==> src/rtl/bp_pkg.sv <==
// Shared types and helpers for the branch predictor.
package bp_pkg;

    localparam int unsigned BP_CTR_MAX_W = 4;

    // Widest supported counter; instances truncate to their CTR_BITS.
    typedef logic [BP_CTR_MAX_W-1:0] bp_ctr_t;

    typedef enum logic {
        BP_INIT = 1'b0,
        BP_RUN  = 1'b1
    } bp_state_e;

    // Weakly-not-taken value: 2^(ctr_bits-1) - 1.
    function automatic bp_ctr_t bp_wnt(input int unsigned ctr_bits);
        return bp_ctr_t'((32'd1 << (ctr_bits - 32'd1)) - 32'd1);
    endfunction

    // Index width for a table of the given number of entries.
    function automatic int unsigned bp_idx_w(input int unsigned entries);
        return $clog2(entries);
    endfunction

endpackage

==> src/rtl/bp_ras.sv <==
// Circular return-address stack with push/pop/restore; built only when BP_RAS_EN is defined.
module bp_ras
    import bp_pkg::*;
#(
    parameter int unsigned RAS_SIZE = 8,
    parameter int unsigned ADDR_W   = 48
) (
    input  logic                        clk,
    input  logic                        n_reset,
    input  logic                        push,
    input  logic                        pop,
    input  logic                        restore,
    input  logic [ADDR_W-1:0]           push_data,
    input  logic [$clog2(RAS_SIZE)-1:0] restore_ptr,
    input  logic [$clog2(RAS_SIZE):0]   restore_cnt,
    output logic [ADDR_W-1:0]           top_c,
    output logic [$clog2(RAS_SIZE):0]   cnt,
    output logic [$clog2(RAS_SIZE)-1:0] ptr_nxt_c,
    output logic [$clog2(RAS_SIZE):0]   cnt_nxt_c
);

    localparam int unsigned PTR_W = $clog2(RAS_SIZE);
    localparam int unsigned CNT_W = PTR_W + 1;
    localparam logic [CNT_W-1:0] CNT_FULL = CNT_W'(RAS_SIZE);

    logic [ADDR_W-1:0] mem [RAS_SIZE];
    logic [PTR_W-1:0]  ptr_q;
    logic [PTR_W-1:0]  base;
    logic [CNT_W-1:0]  cnt_q;

    assign top_c = mem[ptr_q];
    assign cnt   = cnt_q;

    // Next pointer/occupancy: restore wins, otherwise pop then push.
    always_comb begin
        base      = ptr_q;
        ptr_nxt_c = ptr_q;
        cnt_nxt_c = cnt_q;
        if (restore) begin
            ptr_nxt_c = restore_ptr;
            cnt_nxt_c = restore_cnt;
        end else begin
            if (pop && (cnt_q != '0)) begin
                base      = ptr_q - PTR_W'(1);
                cnt_nxt_c = cnt_q - CNT_W'(1);
            end
            ptr_nxt_c = base;
            if (push) begin
                ptr_nxt_c = base + PTR_W'(1);
                if (cnt_nxt_c != CNT_FULL) begin
                    cnt_nxt_c = cnt_nxt_c + CNT_W'(1);
                end
            end
        end
    end

    // Stack storage; a push into a full stack overwrites the oldest slot.
    always_ff @(posedge clk) begin
        if (push && !restore) begin
            mem[ptr_nxt_c] <= push_data;
        end
    end

    // Top pointer and occupancy.
    always_ff @(posedge clk or negedge n_reset) begin
        if (!n_reset) begin
            ptr_q <= '0;
            cnt_q <= '0;
        end else begin
            ptr_q <= ptr_nxt_c;
            cnt_q <= cnt_nxt_c;
        end
    end

endmodule

==> src/rtl/branch_predictor.sv <==
// Fetch-stage branch predictor: BHT of saturating counters plus optional RAS (BP_RAS_EN).
module branch_predictor
    import bp_pkg::*;
#(
    parameter int unsigned BHT_SIZE = 256,
    parameter int unsigned CTR_BITS = 2,
    parameter int unsigned RAS_SIZE = 8,
    parameter int unsigned ADDR_W   = 48
) (
    input  logic                        clk,
    input  logic                        n_reset,
    output logic                        bp_ready,
    input  logic                        f_valid,
    input  logic [ADDR_W-1:0]           f_pc,
    input  logic                        f_is_br,
    input  logic                        f_is_call,
    input  logic                        f_is_ret,
    input  logic [ADDR_W-1:0]           f_target,
    output logic                        p_valid,
    output logic                        p_taken,
    output logic [ADDR_W-1:0]           p_target,
    output logic [$clog2(RAS_SIZE)-1:0] p_ras_ptr,
    output logic [$clog2(RAS_SIZE):0]   p_ras_cnt,
    input  logic                        u_valid,
    input  logic [ADDR_W-1:0]           u_pc,
    input  logic                        u_is_br,
    input  logic                        u_taken,
    input  logic                        u_mispredict,
    input  logic [$clog2(RAS_SIZE)-1:0] u_ras_ptr,
    input  logic [$clog2(RAS_SIZE):0]   u_ras_cnt
);

    localparam int unsigned IDX_W = bp_idx_w(BHT_SIZE);
    localparam int unsigned PTR_W = $clog2(RAS_SIZE);
    localparam int unsigned CNT_W = PTR_W + 1;
    localparam logic [CTR_BITS-1:0] CTR_WNT  = CTR_BITS'(bp_wnt(CTR_BITS));
    localparam logic [CTR_BITS-1:0] CTR_MAX  = {CTR_BITS{1'b1}};
    localparam logic [IDX_W-1:0]    IDX_LAST = IDX_W'(BHT_SIZE - 1);

    bp_state_e           state_q, state_d;
    logic [IDX_W-1:0]    idx_q, idx_d;
    logic [CTR_BITS-1:0] bht [BHT_SIZE];
    logic                bht_we;
    logic [IDX_W-1:0]    bht_waddr;
    logic [CTR_BITS-1:0] bht_wdata;
    logic [IDX_W-1:0]    f_idx, u_idx;
    logic                f_ctr_msb;
    logic [CTR_BITS-1:0] u_ctr, u_ctr_nxt;
    logic                lookup, upd;
    logic [ADDR_W-1:0]   seq_pc;
    logic                pred_taken;
    logic [ADDR_W-1:0]   pred_target;
    logic                ras_push, ras_pop, ras_restore;
    logic [ADDR_W-1:0]   ras_top_c;
    logic [CNT_W-1:0]    ras_cnt;
    logic [PTR_W-1:0]    ras_ptr_nxt_c;
    logic [CNT_W-1:0]    ras_cnt_nxt_c;
    logic                unused_pc;

    assign f_idx     = f_pc[IDX_W+1:2];
    assign u_idx     = u_pc[IDX_W+1:2];
    assign f_ctr_msb = bht[f_idx][CTR_BITS-1];
    assign u_ctr     = bht[u_idx];
    assign seq_pc    = f_pc + ADDR_W'(4);
    assign lookup    = (state_q == BP_RUN) && f_valid && !u_mispredict;
    assign upd       = (state_q == BP_RUN) && u_valid && u_is_br;
    assign ras_restore = (state_q == BP_RUN) && u_mispredict;
    assign unused_pc = ^{u_pc[ADDR_W-1:IDX_W+2], u_pc[1:0]};

    // Saturating counter training value.
    always_comb begin
        u_ctr_nxt = u_ctr;
        if (u_taken && (u_ctr != CTR_MAX)) begin
            u_ctr_nxt = u_ctr + CTR_BITS'(1);
        end else if (!u_taken && (u_ctr != '0)) begin
            u_ctr_nxt = u_ctr - CTR_BITS'(1);
        end
    end

    // Init/run FSM: sweep the BHT to WNT, then accept training writes.
    always_comb begin
        state_d   = state_q;
        idx_d     = idx_q;
        bht_we    = 1'b0;
        bht_waddr = u_idx;
        bht_wdata = u_ctr_nxt;
        case (state_q)
            BP_INIT: begin
                bht_we    = 1'b1;
                bht_waddr = idx_q;
                bht_wdata = CTR_WNT;
                idx_d     = idx_q + IDX_W'(1);
                if (idx_q == IDX_LAST) begin
                    state_d = BP_RUN;
                end
            end
            BP_RUN: begin
                bht_we = upd;
            end
            default: begin
                state_d = BP_INIT;
            end
        endcase
    end

    // FSM state and init index.
    always_ff @(posedge clk or negedge n_reset) begin
        if (!n_reset) begin
            state_q <= BP_INIT;
            idx_q   <= '0;
        end else begin
            state_q <= state_d;
            idx_q   <= idx_d;
        end
    end

    // BHT array, cleared by the init sweep rather than by reset.
    always_ff @(posedge clk) begin
        if (bht_we) begin
            bht[bht_waddr] <= bht_wdata;
        end
    end

    // Prediction select; returns win over calls, calls over branches.
    always_comb begin
        pred_taken  = 1'b0;
        pred_target = seq_pc;
        ras_pop     = 1'b0;
        if (f_is_ret) begin
            if (ras_cnt != '0) begin
                pred_taken  = 1'b1;
                pred_target = ras_top_c;
                ras_pop     = lookup;
            end
        end else if (f_is_call) begin
            pred_taken  = 1'b1;
            pred_target = f_target;
        end else if (f_is_br && f_ctr_msb) begin
            pred_taken  = 1'b1;
            pred_target = f_target;
        end
        ras_push = lookup && f_is_call;
    end

`ifdef BP_RAS_EN
    bp_ras #(
        .RAS_SIZE (RAS_SIZE),
        .ADDR_W   (ADDR_W)
    ) u_ras (
        .clk         (clk),
        .n_reset     (n_reset),
        .push        (ras_push),
        .pop         (ras_pop),
        .restore     (ras_restore),
        .push_data   (seq_pc),
        .restore_ptr (u_ras_ptr),
        .restore_cnt (u_ras_cnt),
        .top_c       (ras_top_c),
        .cnt         (ras_cnt),
        .ptr_nxt_c   (ras_ptr_nxt_c),
        .cnt_nxt_c   (ras_cnt_nxt_c)
    );
`else
    logic unused_ras;
    assign ras_top_c     = '0;
    assign ras_cnt       = '0;
    assign ras_ptr_nxt_c = '0;
    assign ras_cnt_nxt_c = '0;
    assign unused_ras    = ^{ras_push, ras_pop, ras_restore, u_ras_ptr, u_ras_cnt};
`endif

    // Registered prediction outputs and ready flag.
    always_ff @(posedge clk or negedge n_reset) begin
        if (!n_reset) begin
            bp_ready  <= 1'b0;
            p_valid   <= 1'b0;
            p_taken   <= 1'b0;
            p_target  <= '0;
            p_ras_ptr <= '0;
            p_ras_cnt <= '0;
        end else begin
            bp_ready <= (state_d == BP_RUN);
            p_valid  <= lookup;
            if (lookup) begin
                p_taken   <= pred_taken;
                p_target  <= pred_target;
                p_ras_ptr <= ras_ptr_nxt_c;
                p_ras_cnt <= ras_cnt_nxt_c;
            end
        end
    end

endmodule

==> config.mk <==
export PLATFORM = sky130hd
export DESIGN_NAME = branch_predictor
export DESIGN_NICKNAME = d
export VERILOG_FILES = /design/src/rtl/bp_pkg.sv /design/src/rtl/bp_ras.sv /design/src/rtl/branch_predictor.sv
export SDC_FILE = /design/constraint.sdc
export NUM_CORES = 1
export LEC_CHECK = 0
export CAP_MARGIN = 30
export CORE_ASPECT_RATIO = 0.5
export CORE_MARGIN = 5
export CORE_UTILIZATION = 40
export DETAILED_ROUTE_END_ITERATION = 7
export PLACE_DENSITY = 0.69
export SLEW_MARGIN = 20
export SYNTH_ARGS = -nofsm -noshare
export SYNTH_HDL_FRONTEND = slang
export SYNTH_SLANG_ARGS = --single-unit
==> constraint.sdc <==
create_clock -name clk -period 15.4 [get_ports clk]
set_input_delay 2.31 -clock clk [delete_from_list [all_inputs] [get_ports clk]]
set_output_delay 2.31 -clock clk [all_outputs]
set_load 0.03 [all_outputs]
* Yosys cells after proc, flatten, opt, wreduce, memory -nomap -nowiden
Memory sizes are Yosys's and may differ from the RTL's.
Cells that the tools add are included.
** Storage, ports and cells
- Flip-flop bits (word level) :: 59
- Bits in writable memories :: 512
- Input bits :: 161
- Output and inout port bits :: 58
- Logic and storage cells :: 38
- Memories :: 1
** Operators by class
- $add $sub $neg :: 4
- Eq/ne operators :: 2
- Muxes and demuxes :: 15
- Bitwise operators :: 1
- Reduce and logical (&&, ||, !) cells :: 10
** Memories
- bht :: depth 256, width 2, rd ports 2, clocked after memory_dff 0, write ports 1, RTL line branch_predictor.sv:42 : logic [CTR_BITS-1:0] bht [BHT_SIZE];
** Operator list (number)
- 48-bit two-way mux :: 3
- 48-bit by 3-bit adder with 48-bit output (second input constant) :: 1
- 8-bit by 1-bit adder with 8-bit output (second input constant) :: 1
- 8-bit equality test (second input constant) :: 1
- 8-bit two-way mux :: 1
- 1-bit logical AND :: 7
- 1-bit two-way mux :: 7
- 2-bit two-way mux :: 3
- 2-bit by 1-bit adder with 2-bit output (second input constant) :: 1
- 1-bit zero test :: 2
- 2-bit inequality test (second input constant) :: 1
- 1-bit case mux with 2 select lines :: 1
- 2-bit nonzero test :: 1
- 2-bit by 1-bit subtractor with 2-bit output (second input constant) :: 1
- 1-bit NOT :: 1

* Depth between registers and ports, before layout
An unclocked memory read counts as a cell.
- Word-level depth :: 6
- Depth in mapped cells :: 15
- Mapped depth without buffers :: 11

* Worst setup path after synthesis
OpenSTA, ideal clock, no wires.
- Path kind :: input to register
- From :: input u_pc[3]
- To :: memory bht[0][0] (data pin)
- Setup time :: 1.635 ns
- Arrival time :: 12.333 ns
- Required time :: 13.765 ns
- Path slack :: 1.433 ns
- Stages :: 13
- Path buffers :: 3
- Cell sequence :: clkbuf_1 > buf_2 > clkbuf_1 > mux4_2 > mux4_2 > a22oi_1 > a21oi_1 > or4_4 > inv_1 > ha_1 > nor2b_1 > nor3_1 > mux2i_1
** Between the ends
- Longest elaborated chain between the ends :: 6
- Elaborated cells on any way between the ends :: 10
- Classes of those cells :: add/sub (2); eq/ne (1); mux (3); reduce/logical (3); memory (1)
** RTL lines
- from (decl) :: RTL line branch_predictor.sv:25 : input logic [ADDR_W-1:0] u_pc,
- memory 256 x 2 bit *
- parallel branches: the longest is 3 deep, another holds 2-bit by 1-bit subtractor with 2-bit output
- 2-bit two-way mux * :: RTL line branch_predictor.sv:73 : if (u_taken && (u_ctr != CTR_MAX)) begin
- 2-bit two-way mux * :: RTL line branch_predictor.sv:87 : case (state_q)
- named net bht_wdata[0] :: RTL line branch_predictor.sv:45 : logic [CTR_BITS-1:0] bht_wdata;
- to (decl) :: RTL line branch_predictor.sv:42
Mark *: on every way through the listed nets, which the timed path passes.

* Worst setup path in the final report
- From :: input u_pc[2]
- To :: memory bht[200][0] (data pin)
Same word-level chain as after synthesis.

==> impl_results.md <==
* Status: finished, final reports clean
* Startpoint types: input port
* Crit path DAT at 8.89 ns
* RSZ-0062 raised after global routing: false
* Post-synth EDFFs at 512
* Crit path max fanout at 96
* Synth unique cells at 68
* Final instance area at 31,220 um2
* Worst slew pin tran at about 1.0 ns
* GP Congestion at 0.8545
* Hold Crit Class: flip-flop to flip-flop
* Net count of the finished layout at 2,092
* Largest net degree at the start of global routing at just under 100
* Relative slew slack at 31.59%
* Placeable Area at 66,980 um2
* Via/cell ratio at ~6.0
* Antenna cell count at 0
* Share of the synthesized area in the top cell type at 56.75%
* Die ar. at between 70,000 and 80,000 um2
* Die Wd at 378.0 um
* Via count at 17,220
* Max IR drop VDD at 0.07024 mV
* Layout cells sized above 1 at a little under a fifth
* H-tree Lvls at 2
* Area leader, netlist: edfxtp_1
* Mapped Area at 27,090 um2
* Clk root buf: clkbuf_16
* Clk_lat worst skew at 0.63 ns
* Buf/Inv on CP at 6
* Max Buffers Root-to-Sink at 3
* CTS tree: yes
* Cts bufs inserted at 53
* Delay-heaviest family, CP: buffers and inverters
* First-pass GRT wire length at 110.7 mm
* Io pins at 219
* FILL cells at about 5,700
* Final Max Tran Viols at 0
* Seq/Total Area, Yosys at 62.20%
* Most frequent cells after synthesis: edfxtp_1, nor2_1, mux4_2
* All-Layer GR Usage at 20.02%
* Power Dens Cells at slightly above 100 nW/um2
* WP data required at 15.68 ns
* Number of global-route vias before repair at 17,200
* Grt ovf at 0
* DRC at 0
* Routed wire length per instance at 26.08 um
* Final Skew at 0.03768 ns
* Cts hold-fix bufs at 0
* Crit-path cells: clkbuf_8, buf_4, buf_4, mux4_2, mux4_2, a22oi_1, a21oi_1, or4_4, inv_1, ha_1, nor2b_1, nor3_1, mux2i_4, buf_4, buf_4
* Slowest-stage cell, CP: buf_4
* Max-Cap Viols at 0
* Antenna Nets Post-Route at 0
* Static Leak at 0.009192 uW
* Post-synth ARST share at 10.33%
* Placed Area at 29,470 um2
* Clock transition at path regs at 0.06 ns
* IO buf count at 164
* Final period utilization at 55.88%
* Synth Register Bits at roughly 570
* Routed Wire Length at between 70 and 80 mm
* Synth Instances at 1,804
* Worst setup path class: input port to flip-flop
* Most used cell along the critical path: buf_4
* Critical Path Max Stage Delay at 0.83 ns
* Design Power at 3194 uW
* FP Rows at 67
* Post_cts resized at 0
* Final hold vios at 0
* Post-CTS Setup Inserts at 0
* Period minus WS final at roughly 8.6 ns
* Most frequent cell after synthesis: edfxtp_1
* Fmax at approximately 0.12 GHz
* 1st-iter DRT viols at 2,031
* Final setup fails at 0
* Syn avg cell area at 15.02 um2
* Sum Neg Setup Slack at 0 ns
* Placed wire-length estimate at about 48 mm
* Antenna violations before repair at 0
* Synth-to-Final Area Change at 15.26%
* Ranking of synthesized cells by area: edfxtp_1, mux4_2, dfrtp_1
* Setup crit end kind: flip-flop
* Flop-to-flop setup slack at 10.19 ns
* Prevailing post-synth register cell: edfxtp_1
* Die Ht at 194.0 um
* # clock sinks at 571
* Yosys warns at 0
* Initial Utilization at 40.45%
* DR pass1 iterations at 6
[worst register-to-register path: cells and delay by family, from the launching register on]
kind / cells / cell delay [ns]
compound gates: 2 / 0.46
simple gates: 4 / 0.96
buf+inv: 3 / 1.60
fa+ha+maj: 1 / 0.17
mux: 3 / 1.20
flops: 1 / 0.38
[logic make-up (layout without fill, tap and decap cells)]
family	Yosys count	after routing	synth area share (%)
and+or+nand+nor	586	586	9.773
DFF	571	571	62.20
muxes	221	221	17.66
AOI/OAI and AO/OA	213	213	5.362
buffers and inverters	159	318	3.219
xor gates and xnor gates	49	49	1.584
adders and majority gates	4	4	0.1847
other	1	7	0.01384
[through the flow]
step           hold WS [ns]  setup slack, ns  utilization, %  std cells
6_report             0.4717            6.794           46.62       2866
5_1_grt              0.4928            6.280           46.62       2866
4_1_cts              0.4788            6.723           46.62       2866
3_5_place_dp         0.4649            6.120           43.99       2769
3_3_place_gp         0.4592            6.237           43.86       2763
2_1_floorplan        0.4720            1.433               -       1810
[where the power goes]
group | leakage [uW] | internal (uW) | switching (uW)
Sequential | 0.00499 | 1660 | 0
Combinational | 0.00335 | 73.4 | 106
Clock | 0.000860 | 752 | 599
[state kept, by name, indices dropped and copies added (netlist names)]
register and flops:
idx_q 8, p_valid 1, bp_ready 1, p_taken 1, p_target 48, bht 512
[layout make-up]
class,count,area [um2],area share [%]
clock buffer,59,1349,4.320
inverter,13,48.80,0.1563
multi-input combinational,1080,9438,30.23
tap,897,1122,3.594
sequential,571,16850,53.97
clock inverter,38,409.1,1.310
timing repair buffer,208,2007,6.427
[cell usage in the layout, fill, tap and decap left out, drive strengths merged, types with 48 or more instances in the layout]
cell / count
nand2: 112
a21oi: 55
clkbuf: 60
nor3: 48
dfrtp: 59
mux4: 205
nor2: 283
buf: 49
edfxtp: 512
clkdlybuf4s50: 158
[final timing paths]
kind	start	to	cells past startpoint
worst max register to register	bht[50][0]$_DFFE_PP_	bht[200][0]$_DFFE_PP_	13
min in group asynchronous	n_reset	p_target[34]$_DFFE_PN0P_	2
worst max-delay path	u_pc[2]	bht[200][0]$_DFFE_PP_	15
max in group asynchronous	n_reset	idx_q[3]$_DFFE_PN0N_	2
worst min-delay path	p_target[27]$_DFFE_PN0P_	p_target[27]$_DFFE_PN0P_	2
worst min register to register	p_target[27]$_DFFE_PN0P_	p_target[27]$_DFFE_PN0P_	2
[per-layer routing]
layer  up-vias  GRT usage (%)  share of wire, %
met3       146          4.970                11
met1      8807          27.63                39
met5         -              0                 0
li1       7326              -                 -
met4         0          5.984               2.9
met2       942          31.67                47
(Power assumes the default switching activity.)
